**config.mk**
```make
export PLATFORM = sky130hd
export DESIGN_NAME = stage_mem_lsu
export DESIGN_NICKNAME = d
export VERILOG_FILES = /design/src/rtl/lsu_pkg.sv /design/src/rtl/lsu_load_align.sv /design/src/rtl/stage_mem_lsu.sv
export SDC_FILE = /design/constraint.sdc
export NUM_CORES = 1
export LEC_CHECK = 0
export CORE_UTILIZATION = 41
export CTS_CLUSTER_SIZE = 25
export DETAILED_ROUTE_END_ITERATION = 8
export PLACE_DENSITY = 0.8
export SYNTH_ARGS = -nofsm -noshare
export SYNTH_HDL_FRONTEND = slang
export SYNTH_SLANG_ARGS = --single-unit
```
**constraint.sdc**
```tcl
create_clock -name clk -period 2.21 [get_ports clk]
set_input_delay 0.221 -clock clk [delete_from_list [all_inputs] [get_ports clk]]
set_output_delay 0.221 -clock clk [all_outputs]
set_load 0.02 [all_outputs]
```
**src/rtl/lsu_pkg.sv**
```systemverilog
// Purpose : shared definitions for the memory-stage load/store unit.
//           RV32I funct3 size/sign codes, FSM state type, and helpers for
//           byte enables, store lane replication and alignment checks.
package lsu_pkg;

  localparam logic [2:0] F3_B  = 3'b000;
  localparam logic [2:0] F3_H  = 3'b001;
  localparam logic [2:0] F3_W  = 3'b010;
  localparam logic [2:0] F3_BU = 3'b100;
  localparam logic [2:0] F3_HU = 3'b101;

  typedef enum logic [1:0] {S_IDLE, S_REQ, S_WAIT, S_RESP} lsu_state_e;

  typedef enum logic [1:0] {SZ_B, SZ_H, SZ_W} lsu_size_e;

  // Reserved funct3 codes fall through to word size.
  function automatic lsu_size_e size_of(input logic [2:0] f3);
    case (f3)
      F3_B, F3_BU: size_of = SZ_B;
      F3_H, F3_HU: size_of = SZ_H;
      default:     size_of = SZ_W;
    endcase
  endfunction

  function automatic logic [3:0] byte_en(input logic [2:0] f3, input logic [1:0] a);
    case (size_of(f3))
      SZ_B:    byte_en = 4'b0001 << a;
      SZ_H:    byte_en = 4'b0011 << {a[1], 1'b0};
      default: byte_en = 4'b1111;
    endcase
  endfunction

  function automatic logic [31:0] store_lanes(input logic [2:0] f3, input logic [31:0] d);
    case (size_of(f3))
      SZ_B:    store_lanes = {4{d[7:0]}};
      SZ_H:    store_lanes = {2{d[15:0]}};
      default: store_lanes = d;
    endcase
  endfunction

  function automatic logic misaligned(input logic [2:0] f3, input logic [1:0] a);
    case (size_of(f3))
      SZ_H:    misaligned = a[0];
      SZ_W:    misaligned = (a != 2'b00);
      default: misaligned = 1'b0;
    endcase
  endfunction

endpackage

```
**src/rtl/lsu_load_align.sv**
```systemverilog
// Purpose : combinational load lane selection and extension.
// Ports   : rdata_i  raw 32-bit read word
//           addr_i   low address bits selecting the lane
//           funct3_i RV32I size/sign code (reserved codes pass the word)
//           data_o   sign/zero-extended result
module lsu_load_align
  import lsu_pkg::*;
(
  input  logic [31:0] rdata_i,
  input  logic [1:0]  addr_i,
  input  logic [2:0]  funct3_i,
  output logic [31:0] data_o
);

  logic [7:0]  b;
  logic [15:0] h;

  always_comb begin
    b = rdata_i[{addr_i, 3'b000} +: 8];
    h = addr_i[1] ? rdata_i[31:16] : rdata_i[15:0];
    case (funct3_i)
      F3_B:    data_o = {{24{b[7]}}, b};
      F3_BU:   data_o = {24'h0, b};
      F3_H:    data_o = {{16{h[15]}}, h};
      F3_HU:   data_o = {16'h0, h};
      default: data_o = rdata_i;
    endcase
  end

endmodule

```
**src/rtl/stage_mem_lsu.sv**
```systemverilog
// Purpose : memory-stage load/store unit. Takes the EX effective address and
//           store data, runs one req/gnt/rvalid bus transaction per request
//           and returns extended load data with a one-cycle resp_valid pulse.
// Ports   : req_*  request from EX (valid/ready handshake)
//           stall  pipeline hold while a transaction is in flight
//           resp_* completion pulse, load data, error flag
//           mem_*  data-memory bus
// Config  : define LSU_MISALIGN_TRAP_EN to abort misaligned H/W accesses
//           without a bus cycle (resp_err=1); otherwise low bits are ignored.
module stage_mem_lsu
  import lsu_pkg::*;
#(
  parameter int unsigned AW       = 32,
  parameter int unsigned MAX_WAIT = 15
) (
  input  logic          clk,
  input  logic          rst_n,
  input  logic          req_valid,
  output logic          req_ready,
  input  logic          req_we,
  input  logic [2:0]    req_funct3,
  input  logic [AW-1:0] req_addr,
  input  logic [31:0]   req_wdata,
  output logic          stall,
  output logic          resp_valid,
  output logic [31:0]   resp_rdata,
  output logic          resp_err,
  output logic          mem_req,
  output logic          mem_we,
  output logic [AW-1:0] mem_addr,
  output logic [3:0]    mem_be,
  output logic [31:0]   mem_wdata,
  input  logic          mem_gnt,
  input  logic          mem_rvalid,
  input  logic [31:0]   mem_rdata
);

  // Abort fires in the MAX_WAIT-th cycle spent waiting in a state.
  localparam logic [3:0] WAIT_LAST = 4'(MAX_WAIT - 1);

  lsu_state_e    state_q, state_d;
  logic          we_q;
  logic [2:0]    f3_q;
  logic [AW-1:0] addr_q;
  logic [31:0]   wdata_q;
  logic [3:0]    cnt_q, cnt_d;
  logic          err_q, err_d;
  logic [31:0]   rdata_q, rdata_d;
  logic [31:0]   ld_data;
  logic          trap;
  logic          timeout;

`ifdef LSU_MISALIGN_TRAP_EN
  assign trap = misaligned(req_funct3, req_addr[1:0]);
`else
  assign trap = 1'b0;
`endif

  lsu_load_align u_align (
    .rdata_i  (mem_rdata),
    .addr_i   (addr_q[1:0]),
    .funct3_i (f3_q),
    .data_o   (ld_data)
  );

  always_comb begin
    state_d = state_q;
    err_d   = err_q;
    rdata_d = rdata_q;
    timeout = (cnt_q == WAIT_LAST);
    case (state_q)
      S_IDLE: if (req_valid) begin
        err_d   = 1'b0;
        rdata_d = '0;
        if (trap) begin
          state_d = S_RESP;
          err_d   = 1'b1;
        end else begin
          state_d = S_REQ;
        end
      end
      S_REQ: begin
        // Grant wins over timeout; grant with rvalid skips WAIT.
        if (mem_gnt) begin
          if (mem_rvalid) begin
            state_d = S_RESP;
            rdata_d = we_q ? '0 : ld_data;
          end else begin
            state_d = S_WAIT;
          end
        end else if (timeout) begin
          state_d = S_RESP;
          err_d   = 1'b1;
        end
      end
      S_WAIT: begin
        if (mem_rvalid) begin
          state_d = S_RESP;
          rdata_d = we_q ? '0 : ld_data;
        end else if (timeout) begin
          state_d = S_RESP;
          err_d   = 1'b1;
        end
      end
      default: state_d = S_IDLE;
    endcase

    if (state_d != state_q)                          cnt_d = '0;
    else if (state_q == S_REQ || state_q == S_WAIT)  cnt_d = cnt_q + 4'd1;
    else                                             cnt_d = cnt_q;
  end

  always_ff @(posedge clk or negedge rst_n) begin
    if (!rst_n) begin
      state_q <= S_IDLE;
      cnt_q   <= '0;
      err_q   <= 1'b0;
      rdata_q <= '0;
      we_q    <= 1'b0;
      f3_q    <= '0;
      addr_q  <= '0;
      wdata_q <= '0;
    end else begin
      state_q <= state_d;
      cnt_q   <= cnt_d;
      err_q   <= err_d;
      rdata_q <= rdata_d;
      if (state_q == S_IDLE && req_valid) begin
        we_q    <= req_we;
        f3_q    <= req_funct3;
        addr_q  <= req_addr;
        wdata_q <= req_wdata;
      end
    end
  end

  always_comb begin
    req_ready  = (state_q == S_IDLE);
    stall      = (state_q == S_REQ) || (state_q == S_WAIT);
    resp_valid = (state_q == S_RESP);
    resp_rdata = (state_q == S_RESP) ? rdata_q : '0;
    resp_err   = (state_q == S_RESP) && err_q;
    mem_req    = (state_q == S_REQ);
    mem_we     = (state_q == S_REQ) && we_q;
    mem_addr   = (state_q == S_REQ) ? {addr_q[AW-1:2], 2'b00} : '0;
    mem_be     = (state_q == S_REQ) ? byte_en(f3_q, addr_q[1:0]) : '0;
    mem_wdata  = (state_q == S_REQ) ? store_lanes(f3_q, wdata_q) : '0;
  end

endmodule

```
Word level (Yosys, flattened, before mapping):

Cells that the tools add are included.

* register bits after elaboration: 107
* bits of input ports: 105
* output and inout bits: 106
* logic and storage cells: 65

* shift operators: 3
* add/subtract/negate cells: 1
* multiplexer cells: 27
* equality and inequality tests: 13
* reduce and logical (&&, ||, !) cells: 13

Operators by type and width (number)
* 32-bit two-way mux: 7
* 32-bit case mux with 4 select lines: 1
* 32-bit case mux with 3 select lines: 1
* 32-bit case mux with 2 select lines: 1
* 32-bit by 6-bit variable part select with 8-bit output: 1
* 16-bit two-way mux: 1
* 4-bit two-way mux: 3
* 2-bit two-way mux: 4
* 4-bit case mux with 2 select lines: 1
* 3-bit == test (second input constant): 2
* 2-bit inequality test (second input constant): 3
* 2-bit case mux with 3 select lines: 1
* 1-bit two-way mux: 5
* 4-bit by 1-bit adder with 4-bit output (second input constant): 1
* 2-bit by 1-bit == test with 1-bit output (second input constant): 2
* 2-bit == test (second input constant): 2
* 4-bit == test (second input constant): 1
* 2-bit logical NOT: 2
* 2-bit case mux with 2 select lines: 1
* 4-bit AND reduction: 1
* 2-bit OR reduction: 2
* 1-bit by 2-bit left shift with 4-bit output (first input constant): 1
* 2-bit by 2-bit left shift with 4-bit output (first input constant): 1
* 3-bit by 1-bit == test with 1-bit output (second input constant): 1
* 9 further kinds: 11

Depth between registers and ports, before layout:

* depth after elaboration: 6
* depth in mapped cells: 8
* depth with buffers taken out: 6

Cells and area by module:

From an unflattened synthesis, not the netlist that was laid out.

* cells, all modules: 608
* area total of the unflattened synthesis: 6165.9 µm²

By module, submodules not included
* stage_mem_lsu: seq. area each 2677.6 µm², area each 5320.1 µm², cells an instance 512, instances 1
* lsu_load_align: seq. area each 0.0 µm², area each 845.8 µm², cells an instance 96, instances 1

Least setup slack after synthesis:

No wires, ideal clock.

* path type: register to register
* start point: register state_q[0]
* end point: register rdata_q[4]
* setup time: 0.077 ns
* slack: -0.180 ns
* required time: 2.133 ns
* buffers on the path: 3
* period minus slack after synthesis: 2.390 ns
* arrival time: 2.313 ns
* stages on the path, launching flop included: 9
* path through: dfrtp_1 -> inv_1 -> ha_1 -> buf_2 -> a2111o_1 -> buf_6 -> or3b_4 -> buf_6 -> o21ai_1

* word-level cells in the longest chain between the ends: 3
* elaborated cells on any way between the ends: 8
* classes of those cells: eq/ne: 4; mux: 1; reduce/logical: 3

Ends and longest elaborated chain
* start, declared: line stage_mem_lsu.sv:41 `lsu_state_e state_q, state_d;`
* start signal, assigned: line stage_mem_lsu.sv:124 `state_q <= state_d;`
* 2-bit by 1-bit == test with 1-bit output, or another cell as far along: line stage_mem_lsu.sv:71 `case (state_q)`
* 2-bit by 1-bit inequality test with 1-bit output (no source line), or another cell as far along
* 3-bit AND reduction (no source line)
* end signal, assigned: line stage_mem_lsu.sv:127 `rdata_q <= rdata_d;`
* end, declared: line stage_mem_lsu.sv:48 `logic [31:0] rdata_q, rdata_d;`

Parallel ways exist; a longest one is shown, timed or not.
A chain may end at the register's enable or synchronous reset.

Worst setup path in the final report:

* start point: register state_q[1]
* end point: output port mem_wdata[12]

* word-level cells in the longest chain between the ends: 2

Ends and longest elaborated chain
* 2-bit by 1-bit == test with 1-bit output: line stage_mem_lsu.sv:147 `mem_wdata = (state_q == S_REQ) ? store_lanes(f3_q, wdata_q) : '0;`
* 32-bit two-way mux: line stage_mem_lsu.sv:147
* end, declared: line stage_mem_lsu.sv:32 `output logic [31:0] mem_wdata,`

Every way passes these cells.

==> flow_summary.yaml <==
finish:
  layout_common_cells: "dfrtp_1, clkdlybuf4s50_1, dlygate4sd2_1"
  multi_input_area_mm2: 0.00300
  mostFrequentLayoutCell: "dfrtp_1"
  fillers: 1152
  drive_gt1_frac: 0.183
  utilization: 0.613
  regArea_mm2: 0.00268
  finalNonFillerCells: 941
  nets: 868
  n_antenna_cell: 0
  synthToLayoutAreaGrowth_pct: 45.4
drt:
  viasPerCell: 5.31
  antenna_left: 0
  drt-pass1-iter-count: 6
  drt_iter0_drc: 338
  drc_errors: 0
  vias: 4995
  avgRoutedWirePerCell_um: 17.5
  routed_wl_um: 16500
worst_setup_path:
  cpPeakStageDelay_ps: 400
  end_kind: "output pin"
  cpMaxStageDelayCell: "dfrtp_1"
  critical_path_required_ps: 1990
  crit_fanout: 38
  cp_num_buf_inv: 3
  path_delay_family: "buffers and inverters"
  start_kind: "flop"
  crit_chain: "inv_2 -> ha_2 -> buf_12 -> a21boi_0 -> dlygate4sd2_1"
  arrival_ps: 1900
  path_class: "flop to output pin"
clock_network:
  cts_tree: "built"
  numCtsBuffers: 9
  ctsLongestPathBuffers: 2
  clk_latency_ps: 350
  cts.clk_slew.worst_paths_ps: 70
  clockRootBuffer: "clkbuf_16"
  htreeDepth: 3
  cts_sinks: 107
floorplanning:
  die_y_um: 122
  dieArea_mm2: 0.0148
  fp.dieW_um: 122
  start_util: 0.422
  ios: 211
  fp.coreArea_mm2: 0.0139
  rows: 43
grt:
  grt_pass1_vias: 5233
  grt_pass1_wl_um: 26100
  grtUsageMet1: 0.272
  antenna_found_initial: 0
  grt_use_met3: 0.0660
  grtUsageTotal: 0.227
  grt_max_degree: 83
  grt_busiest_layer: "met2"
  met2_usage: 0.385
  grt-ovfl-total: 0
sta:
  finalCriticalPeriod_ps: 2120
  fin_skew_ps: 5.47
  slew_violations: 0
  tightest_slew_ps: 706
  fin_crit_sh: 0.959
  rsz0062_at_grt: "yes"
  relSlewSlack: 0.526
  finalSetupViolations: 0
  timing.fmax_mhz: 472
  hold_viol_final: 0
  fin_setup_tns_ps: 0
pwr:
  power_mw: 11.6
  power.leakage_nw: 4.08
  p_int_mw: 6.91
  p_clk_frac: 0.158
  seq_power_share: 0.291
  p_sw_mw: 4.68
  ir_drop_mv: 0.657
  combPwrFrac: 0.551
  p_per_area_mw_per_mm2: 1360
  switching_share: 0.404
worst_hold_path:
  min_path_type: "input port to async pin"
yosys:
  syn_area_per_cell_um2: 10.6
  synth_cell_types: 53
  synth_top_area_share: 0.456
  ys_warn_count: 0
  synth-edff-count: 0
  synthArstFlopShare: 1.00
  synth_seq_area_share: 0.456
  ys_ff_latch: 107
  ys.flop_type: "dfrtp_1"
  synth_top_cells_by_area: "dfrtp_1, mux2_2, and2_1, a22o_1, mux2i_1"
  postSynthCellCount: 553
  mappedNetlistArea_mm2: 0.00588
  synth_top_area_cell: "dfrtp_1"
placed_design:
  numPlacedInstances: 922
  io_buffers: 208
  dp_hpwl_um: 12100
  place_congestion: 0.870
run:
  maxCapViolations: 0
run_status:
  outcome: "finished, final reports clean"
==> worst paths after layout <==
check                         startpoint             to  slack (ps)  cells after the start
max in group asynchronous          rst_n     state_q[0]        1080                      3
max reg2reg                   state_q[0]    rdata_q[14]         100                      6
min in group clk           req_wdata[25]    wdata_q[25]         480                      2
min reg2reg                   rdata_q[2]     rdata_q[2]         490                      2
min                                rst_n     addr_q[20]         330                      2
max                           state_q[1]  mem_wdata[12]          90                      5
==> final cells by class <==
type	count	area share
clock buffer	12	0.0312
tap	180	0.0264
sequential	107	0.314
timing repair buffer	236	0.265
clock inverter	4	0.00908
multi-input combinational	394	0.351
inverter	8	0.00351
==> sequential cells by signal, summed over array words and instances (netlist names) <==
register and cells:
err_q 1, addr_q 32, state_q 2, we_q 1
cnt_q 4, rdata_q 32, wdata_q 32, f3_q 3
==> layer usage <==
layer  share of wire  vias to the layer above
li1                -                     2310
met3           0.083                       28
met1            0.41                     2444
met2            0.49                      213
met4           0.018                        0
met5               0                        -
==> Yosys cell counts, types with 4 or more instances <==
| master | count |
|---|---|
| a21boi_0 | 8 |
| a21oi_1 | 4 |
| a221oi_1 | 6 |
| a222oi_1 | 6 |
| a22o_1 | 23 |
| and2_1 | 82 |
| buf_1 | 13 |
| buf_2 | 4 |
| clkbuf_1 | 24 |
| dfrtp_1 | 107 |
| ha_1 | 7 |
| inv_1 | 8 |
| mux2_2 | 75 |
| mux2i_1 | 18 |
| nand2_1 | 45 |
| nand2b_1 | 19 |
| nor2_1 | 14 |
| nor2b_1 | 13 |
| nor3_1 | 6 |
| o21a_1 | 4 |
| o21ai_0 | 12 |
| o21ai_1 | 13 |
==> cell families after synthesis <==
family	Yosys count	synth area share
and+or+nand+nor	194	0.183
DFF	107	0.456
muxes	95	0.182
AOI/OAI and AO/OA	93	0.120
buffers and inverters	53	0.0385
adders and majority gates	7	0.0149
xor gates and xnor gates	3	0.00447
other	1	0.000638
==> power groups by stage <==
stage / logic [mW] / registers (mW) / clock network, mW
2_1_floorplan: 4.38 / 3.15 / 0
3_3_place_gp: 6.50 / 3.35 / 0
3_5_place_dp: 6.66 / 3.40 / 0
4_1_cts: 6.33 / 3.36 / 1.86
5_1_grt: 6.95 / 3.48 / 1.93
6_report: 6.38 / 3.37 / 1.83
==> metrics by stage <==
step / hold slack [ps] / worst slack (ps) / instance area [um2]
final: 332 / 90.6 / 8550
after CTS: 323 / 6.59 / 8510
after global routing: 353 / -8.19 / 8550
after detailed placement: 158 / -55.1 / 8270
after global placement: 149 / -14.4 / 8270
after floorplan: -74.6 / 7.65 / 5900
==> worst reg2reg max path, cell delays in order, from the launching register on <==
cell and delay [ps]:
dfrtp_2 450, ha_2 250, nor2b_2 180, a2111o_1 420
or3b_4 440, buf_12 160, o21ai_1 140
==> what timing repair did <==
item	in CTS	in global routing
endpoints found under the hold margin	25	0
gates cloned	0	1
hold buffers	1	0
pin swaps	0	1
resized for setup	102	23
endpoints found under the setup margin	101	26
buffers inserted	0	1
No activity file was read; power rests on OpenSTA's default activity.
